File: config.mk
export PLATFORM = sky130hd
export DESIGN_NAME = audio_rate_gen
export DESIGN_NICKNAME = d
export VERILOG_FILES = /design/src/rtl/audio_pkg.sv /design/src/rtl/audio_nco.sv /design/src/rtl/audio_rate_gen.sv
export SDC_FILE = /design/constraint.sdc
export NUM_CORES = 1
export LEC_CHECK = 0
export BUFFER_PORTS_ARGS = -buffer_cell sky130_fd_sc_hd__buf_2
export CAP_MARGIN = 40
export CORE_MARGIN = 4
export CORE_UTILIZATION = 45
export DETAILED_ROUTE_END_ITERATION = 7
export GPL_TIMING_DRIVEN = 1
export MAX_ROUTING_LAYER = met4
export PLACE_DENSITY = 0.68
export RECOVER_POWER = 25
export SLEW_MARGIN = 15
export SYNTH_ARGS = -nofsm -noshare
export SYNTH_HDL_FRONTEND = slang
export SYNTH_SLANG_ARGS = --single-unit
File: constraint.sdc
create_clock -name clk_pixel -period 3.55 [get_ports clk_pixel]
set_clock_uncertainty 0.05 [all_clocks]
set_input_delay 0.1775 -clock clk_pixel [delete_from_list [all_inputs] [get_ports clk_pixel]]
set_output_delay 0.1775 -clock clk_pixel [all_outputs]
set_load 0.03 [all_outputs]
File: src/rtl/audio_pkg.sv
// rtl/audio_pkg.sv - shared audio rate definitions and NCO increment helper
package audio_pkg;

  typedef enum logic [1:0] {
    RATE_48K  = 2'd0,
    RATE_44K1 = 2'd1,
    RATE_32K  = 2'd2,
    RATE_96K  = 2'd3
  } rate_e;

  // Sample rate in Hz, indexed by rate_sel
  localparam longint unsigned RATE_HZ [4] = '{48000, 44100, 32000, 96000};

  // Phase step per clock so the accumulator carries at twice the sample rate
  function automatic longint unsigned calc_inc(input longint unsigned clk_hz,
                                               input longint unsigned rate,
                                               input int              acc_bits);
    return ((rate << (acc_bits + 1)) + (clk_hz >> 1)) / clk_hz;
  endfunction

endpackage

File: src/rtl/audio_nco.sv
// rtl/audio_nco.sv - phase accumulator whose carry toggles clk_audio
// tick flags the carry that is about to drive clk_audio 0->1.
module audio_nco #(
  parameter int ACC_BITS = 24
) (
  input  logic                clk_pixel,
  input  logic                reset,
  input  logic                clear,
  input  logic [ACC_BITS-1:0] inc,
  output logic                tick,
  output logic                clk_audio
);

  logic [ACC_BITS-1:0] acc;
  logic [ACC_BITS:0]   sum;
  logic                carry;

  assign sum   = {1'b0, acc} + {1'b0, inc};
  assign carry = sum[ACC_BITS];
  assign tick  = carry & ~clk_audio & ~clear & ~reset;

  always_ff @(posedge clk_pixel) begin
    if (reset || clear) begin
      acc       <= '0;
      clk_audio <= 1'b0;
    end else begin
      acc <= sum[ACC_BITS-1:0];
      if (carry) begin
        clk_audio <= ~clk_audio;
      end
    end
  end

endmodule

File: src/rtl/audio_rate_gen.sv
// rtl/audio_rate_gen.sv - HDMI audio rate generator and sample latch
// Define AUDIO_RATE_SOFTMUTE_EN for a 16-step gain ramp on mute instead of hard zeroing.
module audio_rate_gen
  import audio_pkg::*;
#(
  parameter int CLK_HZ   = 32000000,
  parameter int CHANNELS = 2,
  parameter int WIDTH    = 16,
  parameter int ACC_BITS = 24
) (
  input  logic                      clk_pixel,
  input  logic                      reset,
  input  logic [1:0]                rate_sel,
  input  logic                      mute,
  input  logic [CHANNELS*WIDTH-1:0] audio_in,
  output logic [CHANNELS*WIDTH-1:0] audio_out,
  output logic                      clk_audio,
  output logic                      sample_stb
);

  localparam logic [ACC_BITS-1:0] INC_48K  = ACC_BITS'(calc_inc(64'(CLK_HZ), RATE_HZ[0], ACC_BITS));
  localparam logic [ACC_BITS-1:0] INC_44K1 = ACC_BITS'(calc_inc(64'(CLK_HZ), RATE_HZ[1], ACC_BITS));
  localparam logic [ACC_BITS-1:0] INC_32K  = ACC_BITS'(calc_inc(64'(CLK_HZ), RATE_HZ[2], ACC_BITS));
  localparam logic [ACC_BITS-1:0] INC_96K  = ACC_BITS'(calc_inc(64'(CLK_HZ), RATE_HZ[3], ACC_BITS));

  rate_e               rate_q;
  logic                rate_chg;
  logic [ACC_BITS-1:0] inc;
  logic                tick;

  // Loaded every cycle, reset included, so the first rate after reset never counts as a change
  always_ff @(posedge clk_pixel) begin
    rate_q <= rate_e'(rate_sel);
  end

  assign rate_chg = (rate_e'(rate_sel) != rate_q);

  always_comb begin
    inc = INC_48K;
    case (rate_q)
      RATE_48K:  inc = INC_48K;
      RATE_44K1: inc = INC_44K1;
      RATE_32K:  inc = INC_32K;
      RATE_96K:  inc = INC_96K;
      default:   inc = INC_48K;
    endcase
  end

  audio_nco #(
    .ACC_BITS (ACC_BITS)
  ) u_nco (
    .clk_pixel (clk_pixel),
    .reset     (reset),
    .clear     (rate_chg),
    .inc       (inc),
    .tick      (tick),
    .clk_audio (clk_audio)
  );

`ifdef AUDIO_RATE_SOFTMUTE_EN
  localparam logic [4:0] GAIN_UNITY = 5'd16;

  logic [4:0]                gain;
  logic [4:0]                gain_nxt;
  logic [CHANNELS*WIDTH-1:0] scaled;

  always_comb begin
    gain_nxt = gain;
    if (mute && (gain != 5'd0)) begin
      gain_nxt = gain - 5'd1;
    end else if (!mute && (gain != GAIN_UNITY)) begin
      gain_nxt = gain + 5'd1;
    end
  end

  // Output uses the gain after this strobe's step, so strobe k of a mute lands on 16-k
  for (genvar ch = 0; ch < CHANNELS; ch++) begin : g_ch
    logic signed [WIDTH+5:0] samp;
    logic signed [WIDTH+5:0] gmul;
    logic signed [WIDTH+5:0] prod;
    logic                    unused_prod_bits;

    assign samp  = {{6{audio_in[ch*WIDTH+WIDTH-1]}}, audio_in[ch*WIDTH +: WIDTH]};
    assign gmul  = {{(WIDTH+1){1'b0}}, gain_nxt};
    assign prod  = samp * gmul;
    assign scaled[ch*WIDTH +: WIDTH] = prod[WIDTH+3:4];
    assign unused_prod_bits = ^{prod[WIDTH+5:WIDTH+4], prod[3:0]};
  end

  always_ff @(posedge clk_pixel) begin
    if (reset) begin
      gain       <= GAIN_UNITY;
      sample_stb <= 1'b0;
      audio_out  <= '0;
    end else begin
      sample_stb <= tick;
      if (tick) begin
        gain      <= gain_nxt;
        audio_out <= scaled;
      end
    end
  end
`else
  always_ff @(posedge clk_pixel) begin
    if (reset) begin
      sample_stb <= 1'b0;
      audio_out  <= '0;
    end else begin
      sample_stb <= tick;
      if (tick) begin
        audio_out <= mute ? '0 : audio_in;
      end
    end
  end
`endif

endmodule

==> results of run 1 <==
## metal layers
| metal | track usage, % | vias to the layer above | share of wire (%) |
|---|---|---|---|
| met4 | 9.50 | 0 | 1.8 |
| met2 | 30.4 | 99 | 46 |
| li1 | - | 1583 | - |
| met1 | 29.3 | 1416 | 47 |
| met5 | - | - | 0 |
| met3 | 3.19 | 13 | 5.2 |
## Yosys cell counts, types with 4 or more instances
cell      count  area share [%]
nand2_1      14             1.6
nand4_1      32             5.9
a21oi_1      55             8.2
and2_1        6             1.1
xor2_1       10             2.6
nand2b_1      5            0.93
inv_1         9             1.0
xnor2_1      10             2.6
dfxtp_1      60              36
clkbuf_1     22             2.4
o31ai_1      35             7.8
ha_1         20             7.4
nor2_1       27             3.0
buf_2         4            0.59
nand3_1       5            0.74
nor2b_1      33             6.1
o21ai_0       4            0.59
o211ai_1      4            0.89
## power breakdown
group | switching (mW) | leakage, nW | internal (mW)
logic | 0.112 | 0.945 | 0.0735
registers | 0.00633 | 0.485 | 0.683
clock network | 0.275 | 0.0979 | 0.336
## layout make-up
| type | instances | area [sq um] | share of cell area (%) |
|---|---|---|---|
| clock inverters | 5 | 52.6 | 1.33 |
| flip-flops and latches | 60 | 1200 | 30.3 |
| repair buffers | 80 | 409 | 10.3 |
| multi-input cells | 301 | 2000 | 50.5 |
| clock buffers | 10 | 138 | 3.48 |
| well taps | 99 | 124 | 3.13 |
| inverters | 9 | 33.8 | 0.853 |
## sequential cells by signal, indices dropped and copies added (netlist names)
signal / flops
audio_out: 32
u_nco.clk_audio: 1
u_nco.acc: 24
sample_stb: 1
rate_q: 2
## critical path: stages (launching register included)
cell	delay (ns)
dfxtp_1	0.42
inv_1	0.12
ha_1	0.29
inv_1	0.15
nand2_1	0.08
ha_1	0.38
and4_1	0.24
a311o_1	0.32
a21oi_2	0.21
a21bo_1	0.14
buf_4	0.34
o31ai_1	0.15
a21oi_1	0.15
## path summary, 6_finish.rpt
check               startpoint       endpoint  slack [ns]
setup reg to reg     rate_q[1]  audio_out[30]        0.41
setup / recovery     rate_q[1]  audio_out[30]        0.41
hold reg to reg   audio_out[1]   audio_out[1]        0.42
hold / removal    audio_in[29]  audio_out[29]        0.18
## stage by stage
step | util [%] | hold WS [ns]
6_report | 54.6 | 0.176
3_3_place_gp | 51.9 | 0.254
4_1_cts | 55.0 | 0.165
3_5_place_dp | 52.1 | 0.261
2_1_floorplan | - | 0.155
5_1_grt | 54.6 | 0.173
## cell families (layout without fill, tap and decap cells)
| family | count (synthesis) | in the layout |
|---|---|---|
| compound gates | 121 | 121 |
| flops | 60 | 60 |
| fa+ha+maj | 21 | 21 |
| xor+xnor | 20 | 20 |
| buf+inv | 40 | 104 |
| mux | 3 | 3 |
| simple gates | 136 | 136 |
==> flow_summary.yaml, run 1 <==
run_status:
  outcome: "finished clean"
detailed_routing:
  vias_per_cell: 5.52
  first_pass_iters: 4
  ant_nets: 0
  wl_per_cell_um: 15.6
  drc: 0
  drt_iter0_drc: 148
  wl_um: 8810
  dr_total_vias: 3111
clocking:
  clockRootBuffer: "clkbuf_8"
  cts_tree: "built"
  cts_hold_buf: 2
  post_cts_buffers: 0
  cts_max_level: 3
  cts_resized: 0
  cts_buffers: 9
  cts.reportedPaths.clkPinSlew_ns: 0.07
  clock-sinks: 60
  clock_path_buffers: 2
  clk_latency_ns: 0.33
sta:
  min_period_ns: 3.14
  max_freq_ghz: 0.319
  period_share_pct: 88.3
  finalWorstSetupSlack_ns: 0.414
  finalSetupTns_ns: 0
  slew_headroom_pct: 54.0
  final_max_slew_viol_count: 0
  hold_violations: 0
  setup_viol: 0
  rsz0062_at_grt: "false"
  max_slew.worst_pin.slew_ns: 0.689
setup_path:
  crit_path_start_kind: "flop"
  arrival_ns: 3.34
  criticalPathCategory: "flop to flop"
  required_ns: 3.76
  reg2reg_depth: 12
  end_kind: "flop"
  path_max_fanout: 36
finish:
  layoutNonFillerInstCount: 564
  layout_commonest_cell: "dfxtp_1"
  fin_nets: 519
  layout-drive-gt1-share_pct: 16.6
  layout_common_cells: "dfxtp_1 (60), a21oi_1 (55), buf_2 (47)"
  nFillCells: 734
  area_delta_synth_final_pct: 17.4
  final_area_sq_mm: 0.00396
  antenna_cells: 0
grt:
  grt_pass1_vias: 3026
  grt_max_degree: 37
  grtUsageTotal_pct: 21.2
  grt_antenna_before_repair: 0
  grt_pass1_wl_um: 14600
  grt_overflow_total: 0
yosys:
  synthXorXnorAreaFrac_pct: 5.19
  synth_compound_area_share_pct: 22.8
  synth_top_family_by_area: "compound AO/OA/AOI/OAI gates"
  async_flop_share_pct: 0
  synth-main-ff-cell: "dfxtp_1"
  synthesis.nets: 459
  synth_area_per_cell_sq_um: 8.41
  synth-adder-area-share_pct: 8.01
  muxShareOfSynthArea_pct: 0.890
  netlist_area_sq_mm: 0.00337
  synthDistinctLibCells: 49
  ys_seq_elements: 60
  synth-edff-count: 0
  ys_seq_area_share_pct: 35.6
  synth-warning-count: 0
  netlist_instances: 401
  synthSimpleGateAreaFrac_pct: 22.4
placed_design:
  portBuffers: 70
  dpl_cell_area_sq_mm: 0.00378
  pre_cts_slack_ns: 0.434
  gp_congestion: 0.844
  dp.cells: 547
  hpwl_um: 5780
hold_path:
  hold_depth: 4
  min_path_type: "input port to flop"
floorplanning:
  die_h_um: 94.6
  die_w_um: 94.6
  start_util_pct: 46.5
  coreArea_sq_mm: 0.00725
  dieArea_sq_mm: 0.00895
  pin_count: 71
  rows: 31
power_and_ir_drop:
  finalPower_mw: 1.48
  peakVddDrop_uv: 174
  power_density_mw_per_mm2: 375
  p_leak_nw: 1.53
run:
  drv_cap: 0
No activity file was read; power rests on OpenSTA's default activity.
==> run 2, diff against run 1 <==
- CORE_UTILIZATION: 45 -> 51
- PLACE_DENSITY: 0.68 -> 0.75
==> run 2 against run 1 <==
Net effect: core utilization is 7.8 points higher; total power increased by 4.5%; register-to-register slack worse by 0.05 ns; combinational power about the same; worst setup slack worse by 0.052 ns; global-route usage rose by 2.1 points; maximum frequency down 1.6%; cell count down 3.7%; first-iteration DRC count increased by 47%; clock power rose by 11%; die area decreased by 11%; highest routed layer unchanged.
==> flow_summary.yaml, run 2 (synthesis gave the netlist of run 1 again) <==
sta:
  holdWs_ns: 0.170
  period_share_pct: 89.8
  hold_violations: 0
  max_freq_ghz: 0.314
  slew_headroom_pct: 46.1
  min_period_ns: 3.19
  final_max_slew_viol_count: 0
  setup_viol: 0
  finalSetupTns_ns: 0
  max_slew.worst_pin.slew_ns: 0.808
  rsz0062_at_grt: "false"
setup_path:
  end_kind: "flop"
  path_max_fanout: 36
  crit_path_start_kind: "flop"
  required_ns: 3.69
  reg2reg_depth: 12
  arrival_ns: 3.33
  criticalPathCategory: "flop to flop"
detailed_routing:
  drc: 0
  wl_um: 8650
  drt_iter0_drc: 218
  wl_per_cell_um: 15.9
  first_pass_iters: 6
  dr_total_vias: 3190
  ant_nets: 0
  vias_per_cell: 5.87
finish:
  multi_input_area_sq_mm: 0.00200
  register_area_sq_mm: 0.00120
  area_delta_synth_final_pct: 18.1
  fin_nets: 519
  layout_common_cells: "dfxtp_1 (60), a21oi_1 (55), buf_2 (47)"
  layout-drive-gt1-share_pct: 16.7
  largest_reg_flops: 32
  antenna_cells: 0
  layout_commonest_cell: "dfxtp_1"
  final_core_util_pct: 62.4
  reg_top3: "audio_out (32), u_nco.acc (24), rate_q (2)"
  registers.top_by_ff_count: "audio_out"
  nFillCells: 563
power_and_ir_drop:
  power_density_mw_per_mm2: 390
  pwr-share-comb_pct: 11.9
  switching_share_pct: 25.5
  pwr-share-seq_pct: 44.5
  p_leak_nw: 1.55
  finalPower_mw: 1.55
  p_switching_mw: 0.395
  clkPwrFrac_pct: 43.6
  peakVddDrop_uv: 265
  p_int_mw: 1.16
clocking:
  cts_buffers: 9
  clock-sinks: 60
  clock_path_buffers: 2
  post_cts_buffers: 0
  clk_latency_ns: 0.34
  clockRootBuffer: "clkbuf_8"
  cts_hold_buf: 2
  cts_resized: 0
  cts.reportedPaths.clkPinSlew_ns: 0.07
  cts_max_level: 3
  cts_tree: "built"
grt:
  grt_antenna_before_repair: 0
  grt_pass1_wl_um: 14200
  grt_max_degree: 37
  grt_pass1_vias: 3026
  grt_overflow_total: 0
  grtUsageTotal_pct: 23.3
placed_design:
  gp_congestion: 0.866
  portBuffers: 70
  hpwl_um: 5810
run_status:
  outcome: "finished clean"
hold_path:
  hold_depth: 4
  min_path_type: "input port to flop"
floorplanning:
  pin_count: 71
  coreArea_sq_mm: 0.00639
  dieArea_sq_mm: 0.00798
  die_w_um: 89.3
  start_util_pct: 52.8
  rows: 29
  die_h_um: 89.3
run:
  drv_cap: 0
-- run 2: cell types whose count changed in the layout (fill, tap and decap cells not counted) --
| cell | previous run | this run |
|---|---|---|
| buf_4 | 7 | 6 |
| buf_16 | 0 | 1 |
| clkbuf_8 | 10 | 13 |
| clkinv_2 | 3 | 1 |
-- run 2: worst paths after layout --
| check | start | endpoint | slack, ns |
|---|---|---|---|
| setup / recovery | rate_q[0] | u_nco.acc[22] | 0.36 |
| hold / removal | audio_in[14] | audio_out[14] | 0.17 |
| setup reg to reg | rate_q[0] | u_nco.acc[22] | 0.36 |
| hold reg to reg | audio_out[1] | audio_out[1] | 0.42 |
-- run 2: critical path, cell delays in order, from the launching register on --
cell and delay (ns):
dfxtp_1 0.47, inv_1 0.11, ha_1 0.29, inv_1 0.16, nand2_1 0.09, ha_1 0.38, and4_1 0.24, a311o_1 0.32
a21oi_2 0.22, a21bo_1 0.14, buf_4 0.33, or3_1 0.17, a21oi_1 0.06
-- run 2: layout make-up --
cell class                      count  share of cell area (%)
Clock buffer                       13                    4.49
Clock inverter                      3                    1.07
Inverter                            9                   0.848
Multi-Input combinational cell    301                    50.2
Sequential cell                    60                    30.2
Tap cell                           77                    2.42
Timing Repair Buffer               80                    10.8
-- run 2: routing by layer --
metal,share of wire (%),wire [um],track usage [%]
met4,1.0,90,7.04
met1,47,4030,32.7
met3,5.7,496,5.25
met5,0,0,-
met2,47,4040,33.4
-- run 2: power groups by stage --
| stage | Sequential [mW] | Combinational [mW] | Clock (mW) |
|---|---|---|---|
| 4_1_cts | 0.690 | 0.183 | 0.681 |
| 3_3_place_gp | 0.704 | 0.177 | 0 |
| 3_5_place_dp | 0.705 | 0.179 | 0 |
| 5_1_grt | 0.690 | 0.205 | 0.716 |
| 6_report | 0.690 | 0.185 | 0.676 |
| 2_1_floorplan | 0.703 | 0.129 | 0 |
-- run 2: per-stage QoR --
step,instance area (sq um),instances,setup slack [ns]
after floorplan,3370,401,0.941
final,3980,543,0.363
after global placement,3730,523,0.506
after global routing,3980,543,0.102
after detailed placement,3770,525,0.422
after CTS,4010,543,0.370
==> run 3, diff against run 2 <==
- CTS_BUF_LIST: not set -> sky130_fd_sc_hd__clkbuf_2 sky130_fd_sc_hd__clkbuf_4 sky130_fd_sc_hd__clkbuf_8
- clock period: 3.55 -> 3.3 ns (I/O delays scaled with it)
==> run 3 against run 2 <==
Net effect: die area unchanged; sequential power increased by 7.4%; critical path depth did not move; largest cell class unchanged.
==> flow_summary.yaml, run 3 (synthesis gave the netlist of run 1 again) <==
run_status:
  outcome: "finished clean"
clocking:
  clockRootBuffer: "clkbuf_8"
  clock_path_buffers: 2
  cts_max_level: 3
  clk_latency_ns: 0.33
  cts_buffers: 9
  cts.reportedPaths.clkPinSlew_ns: 0.08
  clock-sinks: 60
  cts_tree: "built"
  post_cts_buffers: 0
sta:
  rsz0062_at_grt: "false"
  setup_viol: 0
  max_freq_ghz: 0.329
  hold_violations: 0
  period_share_pct: 92.0
  final_max_slew_viol_count: 0
  max_slew.worst_pin.slew_ns: 0.664
  finalSetupTns_ns: 0
  slew_headroom_pct: 55.5
  min_period_ns: 3.04
  holdWs_ns: 0.171
grt:
  grt_pass1_vias: 2990
  grt_pass1_wl_um: 13800
  grt_antenna_before_repair: 0
  grt_overflow_total: 0
  grt_max_degree: 37
  grtUsageTotal_pct: 22.4
floorplanning:
  pin_count: 71
  start_util_pct: 52.8
  coreArea_sq_mm: 0.00639
  rows: 29
  die_h_um: 89.3
  dieArea_sq_mm: 0.00798
  die_w_um: 89.3
finish:
  largest_reg_flops: 32
  registers.top_by_ff_count: "audio_out"
  area_delta_synth_final_pct: 17.1
  reg_top3: "audio_out (32), u_nco.acc (24), rate_q (2)"
  layout-drive-gt1-share_pct: 16.8
  layout_commonest_cell: "dfxtp_1"
  antenna_cells: 0
  fin_nets: 518
  layout_common_cells: "dfxtp_1 (60), a21oi_1 (55), buf_2 (47)"
detailed_routing:
  wl_um: 8470
  vias_per_cell: 5.88
  drt_iter0_drc: 224
  dr_total_vias: 3186
  drc: 0
  wl_per_cell_um: 15.6
  ant_nets: 0
  first_pass_iters: 4
setup_path:
  path_cells: "inv_1 > ha_1 > inv_1 > nand2_1 > ha_1 > and4_1 > a311o_1 > a21oi_2 > a21bo_1 > buf_12 > o31ai_1 > a21oi_1"
  end_kind: "flop"
  crit_path_start_kind: "flop"
  criticalPathCategory: "flop to flop"
  arrival_ns: 3.24
  slowest_stage: "dfxtp_1"
  r2r_setup_slack_ns: 0.26
  cpPeakStageDelay_ns: 0.42
  required_ns: 3.50
  path_max_fanout: 36
placed_design:
  gp_congestion: 0.902
  portBuffers: 70
  hpwl_um: 5730
power_and_ir_drop:
  peakVddDrop_uv: 255
  power_density_mw_per_mm2: 406
  p_leak_nw: 1.54
hold_path:
  min_path_type: "input port to flop"
run:
  drv_cap: 0
[run 3: cell count changes in the layout (fill, tap and decap cells not counted), sizes merged]
cell,delta
clkbuf,-4
clkinv,+4
buf,-1
clkinvlp,-1
inv,+1
[run 3: report_power, final]
part	leakage, nW	internal, mW	total, mW	switching (mW)
clock network	0.104	0.352	0.667	0.315
logic	0.949	0.0784	0.197	0.119
registers	0.485	0.734	0.741	0.00686
[run 3: routing by layer]
| layer | GRT usage (%) | share of wire, % | up-vias |
|---|---|---|---|
| met2 | 33.4 | 47 | 108 |
| met4 | 7.44 | 1.4 | 0 |
| met5 | - | 0 | - |
| met1 | 30.5 | 46 | 1490 |
| li1 | - | - | 1575 |
| met3 | 4.42 | 5.7 | 13 |
[run 3: final cells by class]
cell class	instances	area, sq um
Tap cell	77	96.3
Clock buffer	9	124
Fill cell	589	2440
Timing Repair Buffer	79	414
Clock inverter	7	75.1
Inverter	9	33.8
Multi-Input combinational cell	301	2010
Sequential cell	60	1200
[run 3: critical path, delay by kind of cell, from the launching register on]
kind                     cells  cell delay, ns
AND/OR/NAND/NOR              2            0.33
AO/OA/AOI/OAI                5            1.03
buffers and inverters        3            0.46
adder cells (fa/ha/maj)      2            0.67
flip-flops                   1            0.42
[run 3: worst paths after layout]
kind / startpoint / endpoint / depth (start not counted)
min reg2reg: audio_out[24] / audio_out[24] / 2
min: audio_in[20] / audio_out[20] / 4
max: rate_q[1] / audio_out[4] / 12
max reg2reg: rate_q[1] / audio_out[4] / 12
[run 3: what timing repair did]
item                                    CTS  global route
hold buffers                              2             0
hold endpoints to repair                  2             0
endpoints found under the setup margin    0             1
resized for setup                         0             1
[run 3: stage by stage]
| step | total power [mW] | util (%) | std cells | setup WS (ns) | area, sq um |
|---|---|---|---|---|---|
| after floorplan | 0.895 | - | 401 | 0.691 | 3370 |
| after global placement | 0.947 | 58.6 | 523 | 0.300 | 3740 |
| after detailed placement | 0.950 | 58.8 | 524 | 0.280 | 3750 |
| after CTS | 1.61 | 62.2 | 542 | 0.234 | 3970 |
| after global routing | 1.67 | 61.9 | 542 | 0.0267 | 3950 |
| final | 1.61 | 61.9 | 542 | 0.264 | 3950 |
